**src/rtl/alu_seq.sv**
```systemverilog
// Sequenced ALU: single-cycle logic/arithmetic ops plus an iterative shift-add
// multiplier, with a valid/ready handshake on both the operand and result sides.
//
//   state | meaning
//   ------+------------------------------------------------------------
//   IDLE  | ready for a new operation (subject to result back-pressure)
//   MUL   | shift-add multiply in progress, one multiplier bit per cycle
module alu_seq #(
    parameter int WIDTH = 16
) (
    input  logic             Clock,
    input  logic             Resetn,
    input  logic [WIDTH-1:0] A,
    input  logic [WIDTH-1:0] B,
    input  logic [3:0]       S,
    input  logic             InValid,
    output logic             InReady,
    output logic [WIDTH-1:0] Q,
    output logic             Z,
    output logic             N,
    output logic             C,
    output logic             V,
    output logic             OutValid,
    input  logic             OutReady,
    output logic             Busy
);

    localparam int         MSB    = WIDTH - 1;
    localparam int         CW     = $clog2(WIDTH + 1);
    localparam logic [3:0] OP_MUL = 4'd8;

    typedef enum logic {
        IDLE = 1'b0,
        MUL  = 1'b1
    } state_t;

    state_t               state_q, state_d;
    logic [CW-1:0]        cnt_q;
    logic [2*WIDTH-1:0]   mcand_q;
    logic [2*WIDTH-1:0]   acc_q;
    logic [2*WIDTH-1:0]   acc_step;
    logic [WIDTH-1:0]     mplier_q;

    logic [WIDTH-1:0]     q_q;
    logic                 z_q, n_q, c_q, v_q;
    logic                 out_valid_q;

    logic                 accept;
    logic                 mul_done;

    logic [WIDTH:0]       sum_ext, diff_ext, inc_ext;
    logic [WIDTH-1:0]     alu_r;
    logic                 alu_c, alu_v;

    assign InReady  = (state_q == IDLE) && (!out_valid_q || OutReady);
    assign accept   = InValid && InReady;
    assign mul_done = (state_q == MUL) && (cnt_q == CW'(1));
    assign Busy     = (state_q == MUL);
    assign acc_step = acc_q + (mplier_q[0] ? mcand_q : '0);

    assign Q        = q_q;
    assign Z        = z_q;
    assign N        = n_q;
    assign C        = c_q;
    assign V        = v_q;
    assign OutValid = out_valid_q;

    // State register
    always_ff @(posedge Clock or negedge Resetn) begin
        if (!Resetn) begin
            state_q <= IDLE;
        end else begin
            state_q <= state_d;
        end
    end

    // Next-state: multiply entered on accept, left on the product-writing edge
    always_comb begin
        state_d = state_q;
        case (state_q)
            IDLE: if (accept && (S == OP_MUL)) state_d = MUL;
            MUL:  if (mul_done) state_d = IDLE;
            default: state_d = IDLE;
        endcase
    end

    // Single-cycle datapath; result and carry/overflow per opcode
    always_comb begin
        sum_ext  = {1'b0, A} + {1'b0, B};
        diff_ext = {1'b0, A} - {1'b0, B};
        inc_ext  = {1'b0, A} + {{WIDTH{1'b0}}, 1'b1};
        alu_r    = '0;
        alu_c    = 1'b0;
        alu_v    = 1'b0;
        case (S)
            4'd1: begin
                alu_r = sum_ext[MSB:0];
                alu_c = sum_ext[WIDTH];
                alu_v = (A[MSB] == B[MSB]) && (alu_r[MSB] != A[MSB]);
            end
            4'd2: begin
                alu_r = diff_ext[MSB:0];
                alu_c = diff_ext[WIDTH];
                alu_v = (A[MSB] != B[MSB]) && (alu_r[MSB] != A[MSB]);
            end
            4'd3: alu_r = A;
            4'd4: alu_r = A ^ B;
            4'd5: alu_r = A | B;
            4'd6: alu_r = A & B;
            4'd7: begin
                alu_r = inc_ext[MSB:0];
                alu_c = inc_ext[WIDTH];
                alu_v = alu_r[MSB] && !A[MSB];
            end
            4'd9: begin
                alu_r = {A[MSB-1:0], 1'b0};
                alu_c = A[MSB];
            end
            4'd10: begin
                alu_r = {1'b0, A[MSB:1]};
                alu_c = A[0];
            end
            default: ;
        endcase
    end

    // Multiplier: load on accept, then one shift-add step per cycle with a down-counter
    always_ff @(posedge Clock or negedge Resetn) begin
        if (!Resetn) begin
            mcand_q  <= '0;
            mplier_q <= '0;
            acc_q    <= '0;
            cnt_q    <= '0;
        end else if (accept && (S == OP_MUL)) begin
            mcand_q  <= {{WIDTH{1'b0}}, A};
            mplier_q <= B;
            acc_q    <= '0;
            cnt_q    <= CW'(WIDTH);
        end else if (state_q == MUL) begin
            mcand_q  <= mcand_q << 1;
            mplier_q <= mplier_q >> 1;
            acc_q    <= acc_step;
            cnt_q    <= cnt_q - CW'(1);
        end
    end

    // Result register; the final multiply step is written straight from acc_step
    always_ff @(posedge Clock or negedge Resetn) begin
        if (!Resetn) begin
            q_q         <= '0;
            z_q         <= 1'b0;
            n_q         <= 1'b0;
            c_q         <= 1'b0;
            v_q         <= 1'b0;
            out_valid_q <= 1'b0;
        end else if (accept && (S != OP_MUL)) begin
            q_q         <= alu_r;
            z_q         <= (alu_r == '0);
            n_q         <= alu_r[MSB];
            c_q         <= alu_c;
            v_q         <= alu_v;
            out_valid_q <= 1'b1;
        end else if (mul_done) begin
            q_q         <= acc_step[MSB:0];
            z_q         <= (acc_step[MSB:0] == '0);
            n_q         <= acc_step[MSB];
            c_q         <= |acc_step[2*WIDTH-1:WIDTH];
            v_q         <= 1'b0;
            out_valid_q <= 1'b1;
        end else if (out_valid_q && OutReady) begin
            out_valid_q <= 1'b0;
        end
    end

endmodule

```
**config.mk**
```make
export PLATFORM = sky130hd
export DESIGN_NAME = alu_seq
export DESIGN_NICKNAME = d
export VERILOG_FILES = /design/src/rtl/alu_seq.sv
export SDC_FILE = /design/constraint.sdc
export NUM_CORES = 1
export LEC_CHECK = 0
export BUFFER_PORTS_ARGS = -buffer_cell sky130_fd_sc_hd__buf_4
export CAP_MARGIN = 20
export CORE_UTILIZATION = 26
export DETAILED_ROUTE_END_ITERATION = 8
export PLACE_DENSITY = 0.5
export SLEW_MARGIN = 30
export SYNTH_ARGS = -nofsm -noshare
export SYNTH_HDL_FRONTEND = slang
export SYNTH_SLANG_ARGS = --single-unit
```
**constraint.sdc**
```tcl
create_clock -name Clock -period 3.6 [get_ports Clock]
set_clock_uncertainty 0.2 [all_clocks]
set_input_delay 0.72 -clock Clock [delete_from_list [all_inputs] [get_ports Clock]]
set_output_delay 0.72 -clock Clock [all_outputs]
set_load 0.03 [all_outputs]
```
== Yosys cells after proc, flatten, opt, wreduce, memory -nomap -nowiden ==
Index checks and enable logic that the tools add are counted.
Storage, ports and cells
  output and inout port bits: 23
  logic and storage cells: 82
  memories kept: 0
  bits in read-only memories: 0
  register bits after elaboration: 107
  RAM bits: 0
  latch bits: 0
  input port bits: 40
Operators by class
  multipliers: 0
  eq/ne operators: 16
  add/subtract/negate cells: 5
  bitwise operators: 4
  reductions and logical operators: 18
  mux-type cells: 28
  div/mod/pow operators: 0
  $lt $le $gt $ge: 0
  shifts and indexed selects: 0
Operators with widths (number)
  $mux W32: 5
  $pmux W16 S9: 1
  $mux W16: 4
  $add A32 B32 Y32: 1
  $logic_not A16 Y1: 2
  $add A16 B1 Y17 const B: 1
  $add A16 B16 Y17: 1
  $sub A16 B16 Y17: 1
  $and A16 B16 Y16: 1
  $eq A4 B3 Y1 const B: 4
  $or A16 B16 Y16: 1
  $reduce_or A16 Y1: 1
  $xor A16 B16 Y16: 1
  $mux W1: 13
  $eq A4 B4 Y1 const B: 3
  $mux W5: 2
  $logic_and A1 B1 Y1: 9
  $eq A4 B2 Y1 const B: 2
  $eq A5 B1 Y1 const B: 1
  $pmux W1 S5: 1
  $sub A5 B1 Y5 const B: 1
  $eq A4 B1 Y1 const B: 1
  $ne A4 B4 Y1 const B: 1
  $reduce_bool A2 Y1: 2
  other kinds (8): 11

== Depth between registers and ports, before layout ==
Gate-level depths: netlist of the first run.
  depth in word-level cells: 7
  mapped depth: 15
  mapped depth without buffers: 14

== Worst setup path after synthesis of the first run ==
No wires, ideal clock.
  path kind: in2reg
  start point: input A[2]
  end point: register z_q (netlist: Z)
  path buffers: 1
  required time: 3320 ps
  data arrival time: 3550 ps
  setup slack: -230 ps
  stages: 12
  setup time: 80 ps
  cell sequence: clkbuf_1 > inv_1 > ha_1 > and4_4 > or3_4 > a221o_1 > a221oi_2 > inv_1 > nor4_1 > nand4_1 > or4_1 > o211ai_2
Between the ends
  cells in the longest elaborated chain, start to end: 4
  elaborated cells on any way between the ends: 9
  classes of those cells: 3 x add/sub; 2 x mux; 3 x bitwise; 1 x reduce/logical
RTL lines
  from (decl): line 13  | input logic [WIDTH-1:0] A,
  $add A16 B1 Y17 (tied with other cells): line 91  | inc_ext = {1'b0, A} + {{WIDTH{1'b0}}, 1'b1};
  $pmux W16 S9 *: line 95  | case (S)
  $logic_not A16 Y1 *: line 158  | z_q <= (alu_r == '0);
  $mux W1 *: line 156  | end else if (accept && (S != OP_MUL)) begin
  to (signal assigned): line 158
  to (signal assigned): line 165  | z_q <= (acc_step[MSB:0] == '0);
  to (decl): line 45  | logic z_q, n_q, c_q, v_q;
Every way passes the cells marked *; elsewhere a longest branch is shown, timed or not.
A chain may end at the register's enable or synchronous reset.

== Worst setup path after layout of the first run ==
  start point: input A[1]
  end point: register z_q (netlist: Z)
Same word-level chain as after synthesis.

==> results of run 1 <==
==> cell usage in the layout (no fill, tap or decap), types with 8 or more instances in the layout <==
| master | Yosys | routed |
|---|---|---|
| and2_1 | 35 | 34 |
| ha_4 | 0 | 10 |
| a21o_1 | 29 | 29 |
| a22oi_1 | 28 | 28 |
| a21oi_1 | 77 | 63 |
| ha_1 | 83 | 66 |
| a221oi_1 | 11 | 8 |
| a31oi_1 | 12 | 8 |
| o211ai_1 | 15 | 15 |
| nor3_1 | 24 | 23 |
| dfrtp_1 | 106 | 105 |
| nor2b_1 | 11 | 11 |
| xnor2_1 | 37 | 36 |
| a211oi_1 | 13 | 8 |
| nand4_1 | 16 | 16 |
| nand3_1 | 16 | 14 |
| inv_1 | 52 | 50 |
| nor2_1 | 79 | 78 |
| clkbuf_16 | 0 | 9 |
| nand2b_1 | 15 | 14 |
| mux2i_1 | 25 | 25 |
| buf_4 | 5 | 340 |
| xor2_1 | 16 | 15 |
| nand2_1 | 166 | 165 |
| o21ai_0 | 78 | 69 |
| o221ai_1 | 9 | 8 |
| o22ai_1 | 16 | 16 |
| a21oi_2 | 1 | 13 |
| a221o_1 | 10 | 10 |
==> worst max path at each step <==
stage                 from  end  slack, ps
6_report              A[1]    Z         30
5_1_grt        mplier_q[0]    C       -130
4_1_cts        mplier_q[0]    C       -0.3
3_5_place_dp          B[1]    Z       -580
3_3_place_gp          A[3]    Z       -500
2_1_floorplan         A[6]    Z        -30
==> repair_timing <==
action | in CTS | in global routing
gates resized for setup | 26 | 72
pin swaps | 9 | 37
hold buffers | 0 | 0
buffers inserted | 2 | 8
cloned | 0 | 0
setup endpoints to repair | 5 | 10
==> area by class of cell <==
| cell class | instances | area (sq um) |
|---|---|---|
| fill | 3744 | 23260 |
| multi-input combinational | 954 | 6928 |
| sequential | 106 | 2656 |
| timing repair buffer | 344 | 2615 |
| tap | 468 | 585.6 |
| clock buffer | 11 | 242.7 |
| inverter | 53 | 198.9 |
| clock inverter | 4 | 33.78 |
==> state kept, by name (all words and copies together), names as in the netlist <==
signal and count:
cnt_q 5, Z 1, C 1, Q 16, Busy 1, OutValid 1
acc_q 32, V 1, mcand_q 32, mplier_q 16
==> cells by family (layout without fill, tap and decap cells) <==
logic type | Yosys count | after routing | synth area share, %
compound gates | 372 | 372 | 26.15
flops | 106 | 106 | 27.51
mux | 27 | 27 | 2.829
simple gates | 416 | 416 | 21.02
buf+inv | 129 | 412 | 6.281
xor+xnor | 53 | 53 | 4.814
fa+ha+maj | 86 | 86 | 11.39
==> report_power, final <==
part	switching, mW	internal [mW]	leakage (nW)
clock	0.492	0.494	0.133
combinational	2.40	1.98	4.67
sequential	0.396	1.67	1.37
total	3.29	4.15	6.18
==> through the flow <==
stage,instance area (sq um),power [mW]
global route,13260,7.997
floorplan,9678,4.375
finish,13260,7.437
detailed placement,12410,6.193
CTS,12810,7.261
global placement,12410,6.152
==> worst reg2reg max path: cells and delay by family, from the launching register on <==
family | cells | cell delay (ps)
AO/OA/AOI/OAI | 6 | 940
AND/OR/NAND/NOR | 4 | 880
buffers and inverters | 3 | 430
flip-flops | 1 | 410
adder cells (fa/ha/maj) | 1 | 370
XOR/XNOR | 1 | 120
==> synthesized netlist by cell type, drive strengths merged, types with 17 or more instances <==
| cell | number |
|---|---|
| a21o | 30 |
| a21oi | 78 |
| a22oi | 28 |
| and2 | 35 |
| buf | 19 |
| clkbuf | 57 |
| dfrtp | 106 |
| ha | 83 |
| inv | 52 |
| mux2i | 25 |
| nand2 | 166 |
| nand2b | 17 |
| nor2 | 79 |
| nor3 | 25 |
| o21ai | 79 |
| xnor2 | 37 |
==> layer usage <==
layer	track usage [%]	part of all wire (%)
met5	0	0
met4	5.614	2.2
met3	2.308	3.2
met2	31.95	49
met1	24.80	46
==> metrics.md, run 1 <==
| Metric | Value |
|---|---|
| Setup crit end kind | `flop` |
| Outcome | `complete, no violations` |
| First-pass GRT wire length | `55920 microns` |
| Unrepaired setup endpoints after global routing | `yes` |
| Post-Syn Nets | `1315` |
| Number of global-route vias before repair | `approximately 9900` |
| Placed instance count | `1915` |
| Ys flop type | `dfrtp_1` |
| Tmin final | `roughly 3600 ps` |
| Antenna Cells | `0` |
| DIE WIDTH | `194.6 microns` |
| Slowest cell on the critical path | `or4_4` |
| Detail Route Antenna Nets | `0` |
| Top cells by area, synth | `dfrtp_1, ha_1, nand2_1, o21ai_0, a21oi_1` |
| Worst reg2reg endpoint | `C` |
| Buf/Inv on CP | `3` |
| Worst-path clk slew | `80 ps` |
| WHS | `222.9 ps` |
| Post-layout util | `36.31%` |
| Synthesis Warnings | `0` |
| Depth of the worst register-to-register path | `15` |
| CTS tree | `done` |
| Core ar. | `between 30000 and 40000 sq um` |
| Slew margin rel. | `between 30% and 40%` |
| Fin nets | `1594` |
| Die area | `between 30000 and 40000 sq um` |
| Fin cells | `1940` |
| Final HPWL from detailed placement | `around 28000 microns` |
| Max Clk Rate | `0.2800 GHz` |
| Pin count of the biggest net entering global routing | `98` |
| Worst path most repeated cell | `buf_4` |
| Antenna violations before repair | `0` |
| Final cycle utilization of the critical path | `slightly below 100%` |
| Std-Cell Rows | `70` |
| Pre-CTS WS | `-577.4 ps` |
| TritonCTS buffer count | `9` |
| Layout overhead on the synthesized area | `37.53%` |
| Root Driver | `clkbuf_16` |
| PD cells | `560.8 nW/um^2` |
| Max Cap Viol | `0` |
| Post-Route WL | `36080 microns` |
| Effective utilization at floorplan | `about a quarter` |
| Post-synth ARST share | `100.0%` |
| Overflow after GRT | `0` |
| GRT Overall Usage | `18.81%` |
| DRC | `0` |
| Post-Syn Instances | `1189` |
| Peak VDD IR | `between 300 and 400 uV` |
| Seq cells post-synth | `106` |
| TritonRoute pass-1 iters | `5` |
| Crit path cell chain | `buf_4 -> inv_1 -> ha_4 -> a21o_1 -> and4_4 -> or3_4 -> o31a_4 -> xnor2_2 -> o221ai_2 -> nor4_2 -> buf_4 -> nand4_1 -> or4_4 -> o211ai_2` |
| Worst path top cell family by delay | `simple AND/OR/NAND/NOR gates` |
| Endpoints failing setup | `0` |
| Hold Path Class | `in -> async` |
| Mapped cell area | `9642 sq um` |
| Cell accounting for the most synthesized area | `dfrtp_1` |
| Vias post-DR | `10010` |
| Die height | `between 150 and 200 microns` |
| Sequential area share after synthesis | `27.51%` |
| Crit start category | `input pin` |
| Slew Limit Fails | `0` |
| Via/cell ratio | `~5.2` |
| CP max FO | `4` |
| Gpl congestion | `0.9070` |
| Num ports | `63` |
| Top cell type's share of synthesized area | `27.51%` |
| TritonCTS Sinks | `approximately 110` |
| Critical path type | `in -> reg` |
| Clk_lat worst skew | `between 300 and 400 ps` |
| EDFF count, synth | `0` |
| Worst Tran Pin Value | `968.8 ps` |
| Reg-to-reg startpoint | `mplier_q[0]` |
| CP arrival | `roughly 3600 ps` |
| Share of cells above drive strength 1 | `31.45%` |
| DR iter-0 viols | `just under 700` |
| Worst path max stage delay | `440 ps` |
| Wire length per cell | `around 19 microns` |
| Clock H-tree levels | `3` |
| Crit path required time | `3670 ps` |
| Mapped Avg Cell Area | `8.109 sq um` |
| Reg2Reg Setup Slack | `between 100 and 150 ps` |
| Worst path depth | `14` |
| I/O Buffers | `62` |
| Worst setup margin | `28.83 ps` |
| Fin Setup TNS | `0 ps` |
| Final Hold Fails | `0` |
| Post-synthesis cell type count | `79` |
| Leak | `6.176 nW` |
| Bufs on Longest Clock Path | `2` |
(Power assumes the default switching activity.)
==> inputs of run 2 (changes only) <==
--- a/config.mk
+++ b/config.mk
@@ -8,6 +8,7 @@
 export BUFFER_PORTS_ARGS = -buffer_cell sky130_fd_sc_hd__buf_4
 export CAP_MARGIN = 20
 export CORE_UTILIZATION = 26
+export CTS_BUF_LIST = sky130_fd_sc_hd__clkbuf_2 sky130_fd_sc_hd__clkbuf_4 sky130_fd_sc_hd__clkbuf_8
 export DETAILED_ROUTE_END_ITERATION = 8
 export PLACE_DENSITY = 0.5
 export SLEW_MARGIN = 30
==> run 2 against run 1 <==
Sequential share of layout area rose by 0.064 points. Combinational power barely moved. Core utilization fell by 0.12 points. Sequential cell count did not move. Count of clock-buffer cells in the layout did not move. Die area did not move. Non-clock buffer count fell by 1. Wire length rose by 0.38%. Via count barely moved. Critical path depth did not move. Sequential power barely moved.
==> metrics.md, run 2 (same netlist as run 1, synthesis figures left out) <==
| Metric | Value |
|---|---|
| Outcome | `complete, no violations` |
| Commonest non-fill, non-tap cell in the layout | `buf_4` |
| Post-DP Area | `12410 sq um` |
| Critical path type | `in -> reg` |
| Cts hold-fix bufs | `0` |
| Endpoints failing setup | `0` |
| Largest regs | `acc_q: 32 flops, mcand_q: 32 flops` |
| Fin Setup TNS | `0 ps` |
| WHS | `181.8 ps` |
| Setup crit end kind | `flop` |
| Sequential Power Share | `about 29%` |
| Pre-CTS WS | `-577.4 ps` |
| CP max FO | `3` |
| Number of global-route vias before repair | `9914` |
| Bufs on Longest Clock Path | `2` |
| GRT Overall Usage | `around a fifth` |
| Share of cells above drive strength 1 | `31.61%` |
| Crit path cell chain | `buf_8 -> buf_6 -> ha_4 -> a21o_1 -> and4_4 -> or3_4 -> a221o_1 -> a221oi_2 -> inv_1 -> nor4_2 -> buf_4 -> nand4_1 -> or4_4 -> o211ai_2` |
| Worst-path clk slew | `about 120 ps` |
| Power share of the clock group | `10.4%` |
| Crit path required time | `3700 ps` |
| Pin count of the biggest net entering global routing | `98` |
| Antenna violations before repair | `0` |
| DR iter-0 viols | `782` |
| Peak VDD IR | `around 370 uV` |
| Leak | `6.129 nW` |
| Die area | `37860 sq um` |
| Most frequent cells in the layout | `buf_4, nand2_1, dfrtp_1, nor2_1, o21ai_0` |
| Clock H-tree levels | `3` |
| Worst path top cell family by delay | `simple AND/OR/NAND/NOR gates` |
| Max Clk Rate | `~0.28 GHz` |
| Num ports | `63` |
| Final Hold Fails | `0` |
| Post-Route WL | `36220 microns` |
| Final Cell Area | `between 10000 and 15000 sq um` |
| Pwr Total | `7.205 mW` |
| Effective utilization at floorplan | `26.40%` |
| Worst path max stage delay | `500 ps` |
| Clk_lat worst skew | `about 400 ps` |
| Reg2Reg Setup Slack | `110 ps` |
| Crit start category | `input pin` |
| Overflow after GRT | `0` |
| Reg-to-reg startpoint | `mplier_q[0]` |
| Vias post-DR | `about 10000` |
| DIE WIDTH | `between 150 and 200 microns` |
| Wire length per cell | `around 19 microns` |
| Beginning of the critical path | `B[1]` |
| Internal power | `around 3.9 mW` |
| Tmin final | `~3600 ps` |
| Die height | `194.6 microns` |
| CTS tree | `done` |
| Worst Tran Pin Value | `966.0 ps` |
| Detail Route Antenna Nets | `0` |
| Sw Ratio | `45.32%` |
| Slew Limit Fails | `0` |
| Post-layout util | `36.19%` |
| Placed instance count | `1915` |
| Layout overhead on the synthesized area | `37.09%` |
| Final HPWL from detailed placement | `roughly 28000 microns` |
| Gpl congestion | `about 0.91` |
| Std-Cell Rows | `70` |
| Slowest cell on the critical path | `or4_4` |
| NetSw | `3.265 mW` |
| Final cycle utilization of the critical path | `approximately 100%` |
| Antenna Cells | `0` |
| CP arrival | `3690 ps` |
| PD cells | `545.1 nW/um^2` |
| Worst setup margin | `16.34 ps` |
| First-pass GRT wire length | `55830 microns` |
| DRC | `0` |
| I/O Buffers | `62` |
| Unrepaired setup endpoints after global routing | `yes` |
| Hold Path Class | `in -> async` |
| Core ar. | `approximately 37000 sq um` |
| Combinational Power Share | `between 60% and 70%` |
| TritonCTS buffer count | `9` |
| Slew margin rel. | `34.69%` |
| Fin nets | `around 1600` |
| Via/cell ratio | `5.164` |
| Max Cap Viol | `0` |
| Root Driver | `clkbuf_8` |
| TritonCTS Sinks | `106` |
| Fin cells | `1939` |
| Buf/Inv on CP | `4` |
| TritonRoute pass-1 iters | `6` |
==> run 2: cell count changes in the layout (fill, tap and decap cells not counted), moves of 3 or more <==
cell	previous run	this run
ha_4	10	14
clkbuf_8	1	10
clkbuf_16	9	0
buf_4	340	337
==> run 2: per-layer routing <==
layer / global-route usage, % / vias up / wire length (microns)
met3: 2.360 / 50 / 1158
met2: 31.91 / 228 / 17490
met4: 5.614 / 0 / 960
met1: 24.79 / 4850 / 16610
li1: - / 4885 / -
met5: 0 / - / 0
==> run 2: worst reg2reg max path, cell delays in order (launching register included) <==
cell	delay [ps]
dfrtp_1	420
buf_6	160
and2_1	170
ha_1	290
nand4_1	150
buf_4	150
buf_4	130
o31ai_1	80
o21a_1	190
or3_4	370
a211oi_2	220
buf_4	150
o2111ai_1	100
a2111o_1	320
nor4_2	150
a31oi_1	110
==> run 2: power by group through the flow <==
stage	registers [mW]	clock network (mW)	logic [mW]
after floorplan	2.12	0	2.26
after global placement	2.07	0	4.08
after detailed placement	2.07	0	4.12
after CTS	2.05	0.785	4.18
after global routing	2.13	0.827	4.81
final	2.07	0.751	4.38
==> run 2: repair_timing <==
action	in CTS	in global routing
setup buffers	2	7
endpoints found under the setup margin	5	9
pin swaps	8	37
gates resized for setup	21	91
==> run 2: cell type report <==
cell class | count | area [sq um]
clock buffer | 11 | 145.1
clock inverter | 4 | 33.78
fill | 3753 | 23300
inverter | 53 | 203.9
multi-input combinational | 954 | 6970
sequential | 106 | 2656
tap | 468 | 585.6
timing repair buffer | 343 | 2623
==> run 2: worst paths after layout <==
| kind | cells past startpoint | to |
|---|---|---|
| worst max-delay path | 14 | Z |
| worst min-delay path | 1 | cnt_q[4] |
| worst max register to register | 15 | C |
| worst min register to register | 2 | mcand_q[21] |
| max in group asynchronous | 2 | mplier_q[12] |
| min in group Clock | 2 | mcand_q[21] |
